==> src/rtl/bank_access_arbiter_if.sv <==
// Request/grant bundle between the requesting masters and the banked-memory arbiter.
// Every field is per-port and packed. Port p occupies [p*W +: W] for its field width W.
interface bank_access_arbiter_if #(
    parameter int DATA_WIDTH = 8,
    parameter int ADDR_WIDTH = 4,
    parameter int NUM_BANKS  = 4,
    parameter int NUM_PORTS  = 3
);
    localparam int BANK_W = $clog2(NUM_BANKS);

    // Handshake: req is the valid and gnt is the ready. A port keeps req, we,
    // bank_sel, addr and din stable until it sees gnt. The access happens on the
    // rising edge where req & gnt are both 1. gnt is combinational and is never
    // 1 without req. rvalid pulses for one cycle, one cycle after a read grant.
    logic [NUM_PORTS-1:0]            req;
    logic [NUM_PORTS-1:0]            we;
    logic [NUM_PORTS*BANK_W-1:0]     bank_sel;
    logic [NUM_PORTS*ADDR_WIDTH-1:0] addr;
    logic [NUM_PORTS*DATA_WIDTH-1:0] din;
    logic [NUM_PORTS-1:0]            gnt;
    logic [NUM_PORTS-1:0]            rvalid;
    logic [NUM_PORTS*DATA_WIDTH-1:0] dout;

    modport master (output req, we, bank_sel, addr, din, input gnt, rvalid, dout);
    modport slave  (input req, we, bank_sel, addr, din, output gnt, rvalid, dout);
endinterface

==> src/rtl/bank_access_arbiter.sv <==
// Banked memory shared by NUM_PORTS requesters. Each bank has its own round-robin
// arbiter, so only requests that target the same bank are serialised.
module bank_access_arbiter #(
    parameter int DATA_WIDTH = 8,
    parameter int ADDR_WIDTH = 4,
    parameter int NUM_BANKS  = 4,
    parameter int NUM_PORTS  = 3
) (
    input  logic                                     clk,
    input  logic                                     rst_n,
    bank_access_arbiter_if.slave                     bus,
    output logic [NUM_BANKS*$clog2(NUM_PORTS)-1:0]   o_dbg_ptr
);
    localparam int BANK_W = $clog2(NUM_BANKS);
    localparam int PORT_W = $clog2(NUM_PORTS);
    localparam int DEPTH  = 2 ** ADDR_WIDTH;

    logic [PORT_W-1:0]               r_ptr [NUM_BANKS];
    logic [NUM_PORTS-1:0]            r_rvalid;
    logic [NUM_PORTS*DATA_WIDTH-1:0] r_dout;
    logic [DATA_WIDTH-1:0]           r_mem [NUM_BANKS][DEPTH];

    logic [PORT_W-1:0]               w_win [NUM_BANKS];
    logic [NUM_BANKS-1:0]            w_win_vld;
    logic [NUM_PORTS-1:0]            w_gnt;

    // Per bank: the first requester at or after the pointer, wrapping modulo NUM_PORTS.
    always_comb begin : arbitrate
        int idx;
        idx = 0;
        for (int b = 0; b < NUM_BANKS; b++) begin
            w_win_vld[b] = 1'b0;
            w_win[b]     = '0;
            for (int k = 0; k < NUM_PORTS; k++) begin
                idx = (int'(r_ptr[b]) + k) % NUM_PORTS;
                if (!w_win_vld[b] && bus.req[idx] &&
                    bus.bank_sel[idx*BANK_W +: BANK_W] == BANK_W'(b)) begin
                    w_win_vld[b] = 1'b1;
                    w_win[b]     = PORT_W'(idx);
                end
            end
        end
    end

    // A port selects exactly one bank, so it can win at most one arbiter.
    always_comb begin
        w_gnt = '0;
        for (int b = 0; b < NUM_BANKS; b++) begin
            if (w_win_vld[b]) w_gnt[w_win[b]] = 1'b1;
        end
        if (!rst_n) w_gnt = '0;
    end

    // The storage is not reset. Writes are held off while rst_n is low.
    always_ff @(posedge clk) begin
        for (int b = 0; b < NUM_BANKS; b++) begin
            if (rst_n && w_win_vld[b] && bus.we[w_win[b]]) begin
                r_mem[b][bus.addr[w_win[b]*ADDR_WIDTH +: ADDR_WIDTH]]
                    <= bus.din[w_win[b]*DATA_WIDTH +: DATA_WIDTH];
            end
        end
    end

    always_ff @(posedge clk or negedge rst_n) begin
        if (!rst_n) begin
            r_rvalid <= '0;
            r_dout   <= '0;
        end else begin
            for (int p = 0; p < NUM_PORTS; p++) begin
                r_rvalid[p] <= w_gnt[p] && !bus.we[p];
                if (w_gnt[p] && !bus.we[p]) begin
                    r_dout[p*DATA_WIDTH +: DATA_WIDTH]
                        <= r_mem[bus.bank_sel[p*BANK_W +: BANK_W]][bus.addr[p*ADDR_WIDTH +: ADDR_WIDTH]];
                end
            end
        end
    end

    always_ff @(posedge clk or negedge rst_n) begin
        if (!rst_n) begin
            for (int b = 0; b < NUM_BANKS; b++) r_ptr[b] <= '0;
        end else begin
            for (int b = 0; b < NUM_BANKS; b++) begin
                if (w_win_vld[b]) begin
                    r_ptr[b] <= (w_win[b] == PORT_W'(NUM_PORTS - 1)) ? '0 : w_win[b] + 1'b1;
                end
            end
        end
    end

    always_comb begin
        o_dbg_ptr = '0;
        for (int b = 0; b < NUM_BANKS; b++) o_dbg_ptr[b*PORT_W +: PORT_W] = r_ptr[b];
    end

    assign bus.gnt    = w_gnt;
    assign bus.rvalid = r_rvalid;
    assign bus.dout   = r_dout;
endmodule
==> src/flat_wrapper.sv <==
// flat-port wrapper written by rule: the top's interface ports become plain ports
module bank_access_arbiter_flat 
#(
    parameter int DATA_WIDTH = 8,
    parameter int ADDR_WIDTH = 4,
    parameter int NUM_BANKS  = 4,
    parameter int NUM_PORTS  = 3
)
  (clk, rst_n, o_dbg_ptr, bus_req, bus_we, bus_bank_sel, bus_addr, bus_din, bus_gnt, bus_rvalid, bus_dout);
  bank_access_arbiter_if #(.DATA_WIDTH(DATA_WIDTH), .ADDR_WIDTH(ADDR_WIDTH), .NUM_BANKS(NUM_BANKS), .NUM_PORTS(NUM_PORTS)) bus_i ();
  input  logic clk;
  input  logic rst_n;
  output logic [NUM_BANKS*$clog2(NUM_PORTS)-1:0] o_dbg_ptr;
  input wire logic [$bits(bus_i.req)-1:0] bus_req;
  input wire logic [$bits(bus_i.we)-1:0] bus_we;
  input wire logic [$bits(bus_i.bank_sel)-1:0] bus_bank_sel;
  input wire logic [$bits(bus_i.addr)-1:0] bus_addr;
  input wire logic [$bits(bus_i.din)-1:0] bus_din;
  output wire logic [$bits(bus_i.gnt)-1:0] bus_gnt;
  output wire logic [$bits(bus_i.rvalid)-1:0] bus_rvalid;
  output wire logic [$bits(bus_i.dout)-1:0] bus_dout;
  assign bus_i.req = bus_req;
  assign bus_i.we = bus_we;
  assign bus_i.bank_sel = bus_bank_sel;
  assign bus_i.addr = bus_addr;
  assign bus_i.din = bus_din;
  assign bus_gnt = bus_i.gnt;
  assign bus_rvalid = bus_i.rvalid;
  assign bus_dout = bus_i.dout;
  bank_access_arbiter #(.DATA_WIDTH(DATA_WIDTH), .ADDR_WIDTH(ADDR_WIDTH), .NUM_BANKS(NUM_BANKS), .NUM_PORTS(NUM_PORTS)) u_core (.clk(clk), .rst_n(rst_n), .bus(bus_i), .o_dbg_ptr(o_dbg_ptr));
endmodule
==> config.mk <==
export PLATFORM = sky130hd
export DESIGN_NAME = bank_access_arbiter_flat
export DESIGN_NICKNAME = d
export VERILOG_FILES = /design/src/rtl/bank_access_arbiter_if.sv /design/src/rtl/bank_access_arbiter.sv /design/src/flat_wrapper.sv
export SDC_FILE = /design/constraint.sdc
export NUM_CORES = 1
export LEC_CHECK = 0
export BUFFER_PORTS_ARGS = -buffer_cell sky130_fd_sc_hd__buf_2
export CAP_MARGIN = 20
export CELL_PAD_IN_SITES_DETAIL_PLACEMENT = 0
export CELL_PAD_IN_SITES_GLOBAL_PLACEMENT = 1
export CORE_AREA = 2 2 256 258
export CTS_CLUSTER_SIZE = 25
export DETAILED_ROUTE_END_ITERATION = 8
export DIE_AREA = 0 0 258 260
export PLACE_DENSITY_LB_ADDON = 0.12
export SYNTH_ARGS = -nofsm -noshare
export SYNTH_HDL_FRONTEND = slang
export SYNTH_SLANG_ARGS = --single-unit
==> constraint.sdc <==
create_clock -name clk -period 3.9 [get_ports clk]
set_input_delay 0.975 -clock clk [delete_from_list [all_inputs] [get_ports clk]]
set_output_delay 0.975 -clock clk [all_outputs]
set_load 0.02 [all_outputs]
==> flow_summary.json <==
{
  "yosys.cell_types.count": 83,
  "worst_r2r_path_depth": 15,
  "cts_buffers": 57,
  "antenna_found_initial": 13,
  "grt_first_pass_wirelength_um": 164000,
  "cts_h_tree_lvls": 2,
  "finalWorstSetupSlack_ns": -0.293,
  "dieArea_sq_um": 67100,
  "total_power_uw": 23600,
  "design.final.nets": 2153,
  "netlist_instances": 1782,
  "core_region_area_sq_um": 64100,
  "drt_pass1_iterations": 8,
  "timing.final.setup_violations": 3,
  "timing.critical_path.depth": 12,
  "hold_slack_ns": 0.218,
  "final_routed_wirelength_across_all_metal_layers_um": 118000,
  "critical_path_buf_inv_count": 2,
  "worst_setup_path_startpoint": "u_core.o_dbg_ptr[7]",
  "dr_iter_0_viols": 3466,
  "clock.fmax_mhz": 239,
  "synth-main-ff-cell": "edfxtp_1",
  "drcViolationCount": 0,
  "layout.filler_cells": 4777,
  "worst_skew_pair.late_latency_ns": 0.65,
  "clock_tree.root_cell": "clkbuf_16",
  "clkSinkCount": 547,
  "ir_drop_mv": 0.540,
  "detailedPlacementHpwl_um": 76300,
  "grt_usage_pct": 35.5,
  "cts-root-to-sink-buffers": 3,
  "detail-route-antenna-nets": 0,
  "slew-limit-headroom_pct": 29.5,
  "multi_input_comb_area_sq_um": 15400,
  "cpLargestDelayFamily": "simple AND/OR/NAND/NOR gates",
  "layout_min_cycle_time_ns": 4.19,
  "post_synth.cell_area_avg_sq_um": 18.0,
  "outcome": "complete, but fails checks",
  "place.port_buffers": 87,
  "placement_rows": 93,
  "cp_cell_sequence": "ha_4 > inv_2 > ha_4 > nor2b_4 > o21a_4 > o211ai_1 > a31o_2 > or3_4 > o211ai_1 > nor2_1 > nor2_2 > buf_6",
  "area_growth_syn_to_layout_pct": 19.7,
  "cellPowerDensity_nw_per_um2": 617,
  "clk_pin_slew_ns": 0.07,
  "dpl_cell_area_sq_um": 35800,
  "stage_delay_of_the_slowest_cell_on_the_critical_path_ns": 0.52,
  "initial_core_util_pct": 49.9,
  "slew_of_the_pin_with_the_lowest_slew_margin_ns": 1.06,
  "post-place-ws_ns": -0.150,
  "place_congestion": 0.952,
  "post-route-period-util_pct": 108,
  "timing_worst_setup_path_type": "flop to primary output",
  "critical_path.endpoint_type": "primary output",
  "failed_checks": "negative setup slack",
  "critPathSlowestCell": "dfrtp_2",
  "yosys_warnings": 0,
  "floorplan.die.height_um": 260,
  "maxCapViolCount": 0,
  "cp-start-kind": "flop",
  "critical_path_peak_fanout": 7,
  "cp_data_required_time_ns": 2.92,
  "worst_hold_class": "input port to asynchronous set/reset pin",
  "postSynthNetCount": 1865,
  "fraction_of_layout_cells_with_a_size_suffix_above_1_pct": 51.5,
  "boundaryPins": 88,
  "grt.overflow.total": 0,
  "yosys_reg_bits": 547,
  "final-seq-area_sq_um": 16300,
  "seq_area_frac_synth_pct": 50.8,
  "hold_viol_final": 0,
  "power.leakage_uw": 0.0128,
  "cts_tree": "done",
  "pin_count_of_the_biggest_net_entering_global_routing": 129,
  "mappedNetlistArea_sq_um": 32000,
  "slew_viol_final": 0,
  "rsz0062_at_grt": "yes",
  "route.vias.total": 21900,
  "cts_hold_buffers": 0,
  "grt_pass1_vias": 21800,
  "clock-skew-final_ns": 0.0371,
  "final_area_sq_um": 38300,
  "synthArstFlopShare_pct": 6.40,
  "routedWlPerCell_um": 39.6,
  "vias_per_cell": 7.38,
  "ff2ff_setup_slack_ns": 0.04,
  "floorplan.die.width_um": 258,
  "regToRegEndpoint": "u_core.r_mem[0][49]",
  "regToRegStartpoint": "u_core.o_dbg_ptr[1]",
  "finish.utilization_pct": 59.7,
  "arrival_time_worst_endpoint_ns": 3.22,
  "post_synth_edffs": 512
}
final cells by class:
| class | instances | share of cell area (%) |
|---|---|---|
| Inverter | 36 | 0.366 |
| Antenna cell | 2 | 0.0131 |
| Clock buffer | 63 | 3.83 |
| Clock inverter | 41 | 1.11 |
| Timing Repair Buffer | 379 | 9.15 |
| Sequential cell | 547 | 42.4 |
| Multi-Input combinational cell | 1049 | 40.3 |
| Tap cell | 855 | 2.79 |
report_power, final:
group	switching, uW	internal [uW]
Clock	2410	3190
Sequential	275	7900
Combinational	6160	3680
Total	8840	14800
worst max path at each step:
stage                           endpoint  slack, ns
detailed placement   u_core.r_mem[2][50]      -0.15
global route                  bus_gnt[0]      -0.40
finish                        bus_gnt[0]      -0.29
global placement     u_core.r_mem[0][77]      -0.14
CTS                           bus_gnt[0]      -0.29
floorplan           u_core.r_mem[2][100]      -0.09
through the flow:
| stage | instances | setup TNS, ns |
|---|---|---|
| 6_report | 2972 | -0.694 |
| 5_1_grt | 2970 | -1.02 |
| 3_5_place_dp | 2842 | -25.60 |
| 2_1_floorplan | 1782 | -5.42 |
| 3_3_place_gp | 2842 | -16.88 |
| 4_1_cts | 2959 | -0.751 |
metal layers:
layer	vias up	share of wire, %	track usage (%)	wire length [um]
met4	8	4.8	15.2	5590
met3	290	14	11.2	15900
li1	8400	-	-	-
met1	11600	35	46.6	40800
met2	1650	47	55.3	55300
met5	-	0.052	0	61
state kept, by name, indices dropped and copies added, names as in the netlist:
signal	flops
u_core.o_dbg_ptr	8
u_core.bus.dout	24
u_core.bus.rvalid	3
u_core.r_mem	512
synthesized netlist by cell type, types with 4 or more instances:
master	number	area share (%)
a211oi_1	6	0.14
nand4_1	5	0.098
mux2i_1	12	0.38
a221o_1	16	0.50
mux2_1	16	0.56
nor2b_1	8	0.16
inv_1	34	0.40
mux2_4	8	0.38
a31oi_1	7	0.14
clkbuf_1	74	0.87
nand3_1	32	0.50
a21oi_1	17	0.27
nor2_1	72	0.84
nand3b_1	8	0.19
mux4_2	488	34
o2111ai_1	4	0.11
nor3_1	41	0.64
o21ai_1	4	0.063
or2_2	7	0.14
a22oi_1	50	1.2
nand4bb_1	5	0.18
buf_1	43	0.50
a21o_1	4	0.094
a311oi_1	4	0.11
dfrtp_1	35	2.7
ha_1	33	1.3
nand4b_1	6	0.16
o21ai_0	34	0.53
o21a_1	4	0.094
mux2_2	10	0.35
o211ai_1	8	0.19
nand2_1	42	0.49
and2_1	5	0.098
nand2b_1	18	0.35
buf_2	30	0.47
edfxtp_1	512	48
a211o_1	5	0.14
logic make-up (layout without fill, tap and decap cells):
logic type,Yosys count,count (layout),synth area share [%]
buffers and inverters,186,519,2.36
AO/OA/AOI/OAI,210,210,5.04
adder cells (fa/ha/maj),33,33,1.29
AND/OR/NAND/NOR,272,272,4.51
other,0,2,0
flip-flops,547,547,50.8
multiplexers,534,534,36.0
cells in the final DEF (no fill, tap or decap), types with 24 or more instances in the layout:
| cell | instances |
|---|---|
| edfxtp_1 | 512 |
| mux4_2 | 488 |
| buf_4 | 223 |
| buf_2 | 78 |
| nor2_1 | 65 |
| buf_12 | 63 |
| clkbuf_16 | 57 |
| a22oi_1 | 50 |
| nand2_1 | 39 |
| nand3_1 | 31 |
| nor3_1 | 31 |
| dfrtp_1 | 31 |
| inv_1 | 24 |
repair_timing:
item,4_1_cts,5_1_grt
pin swaps,15,23
gates resized for setup,57,56
setup buffers,14,11
setup endpoints to repair,11,201
endpoints found under the hold margin,0,0
No activity file was read; power rests on OpenSTA's default activity.
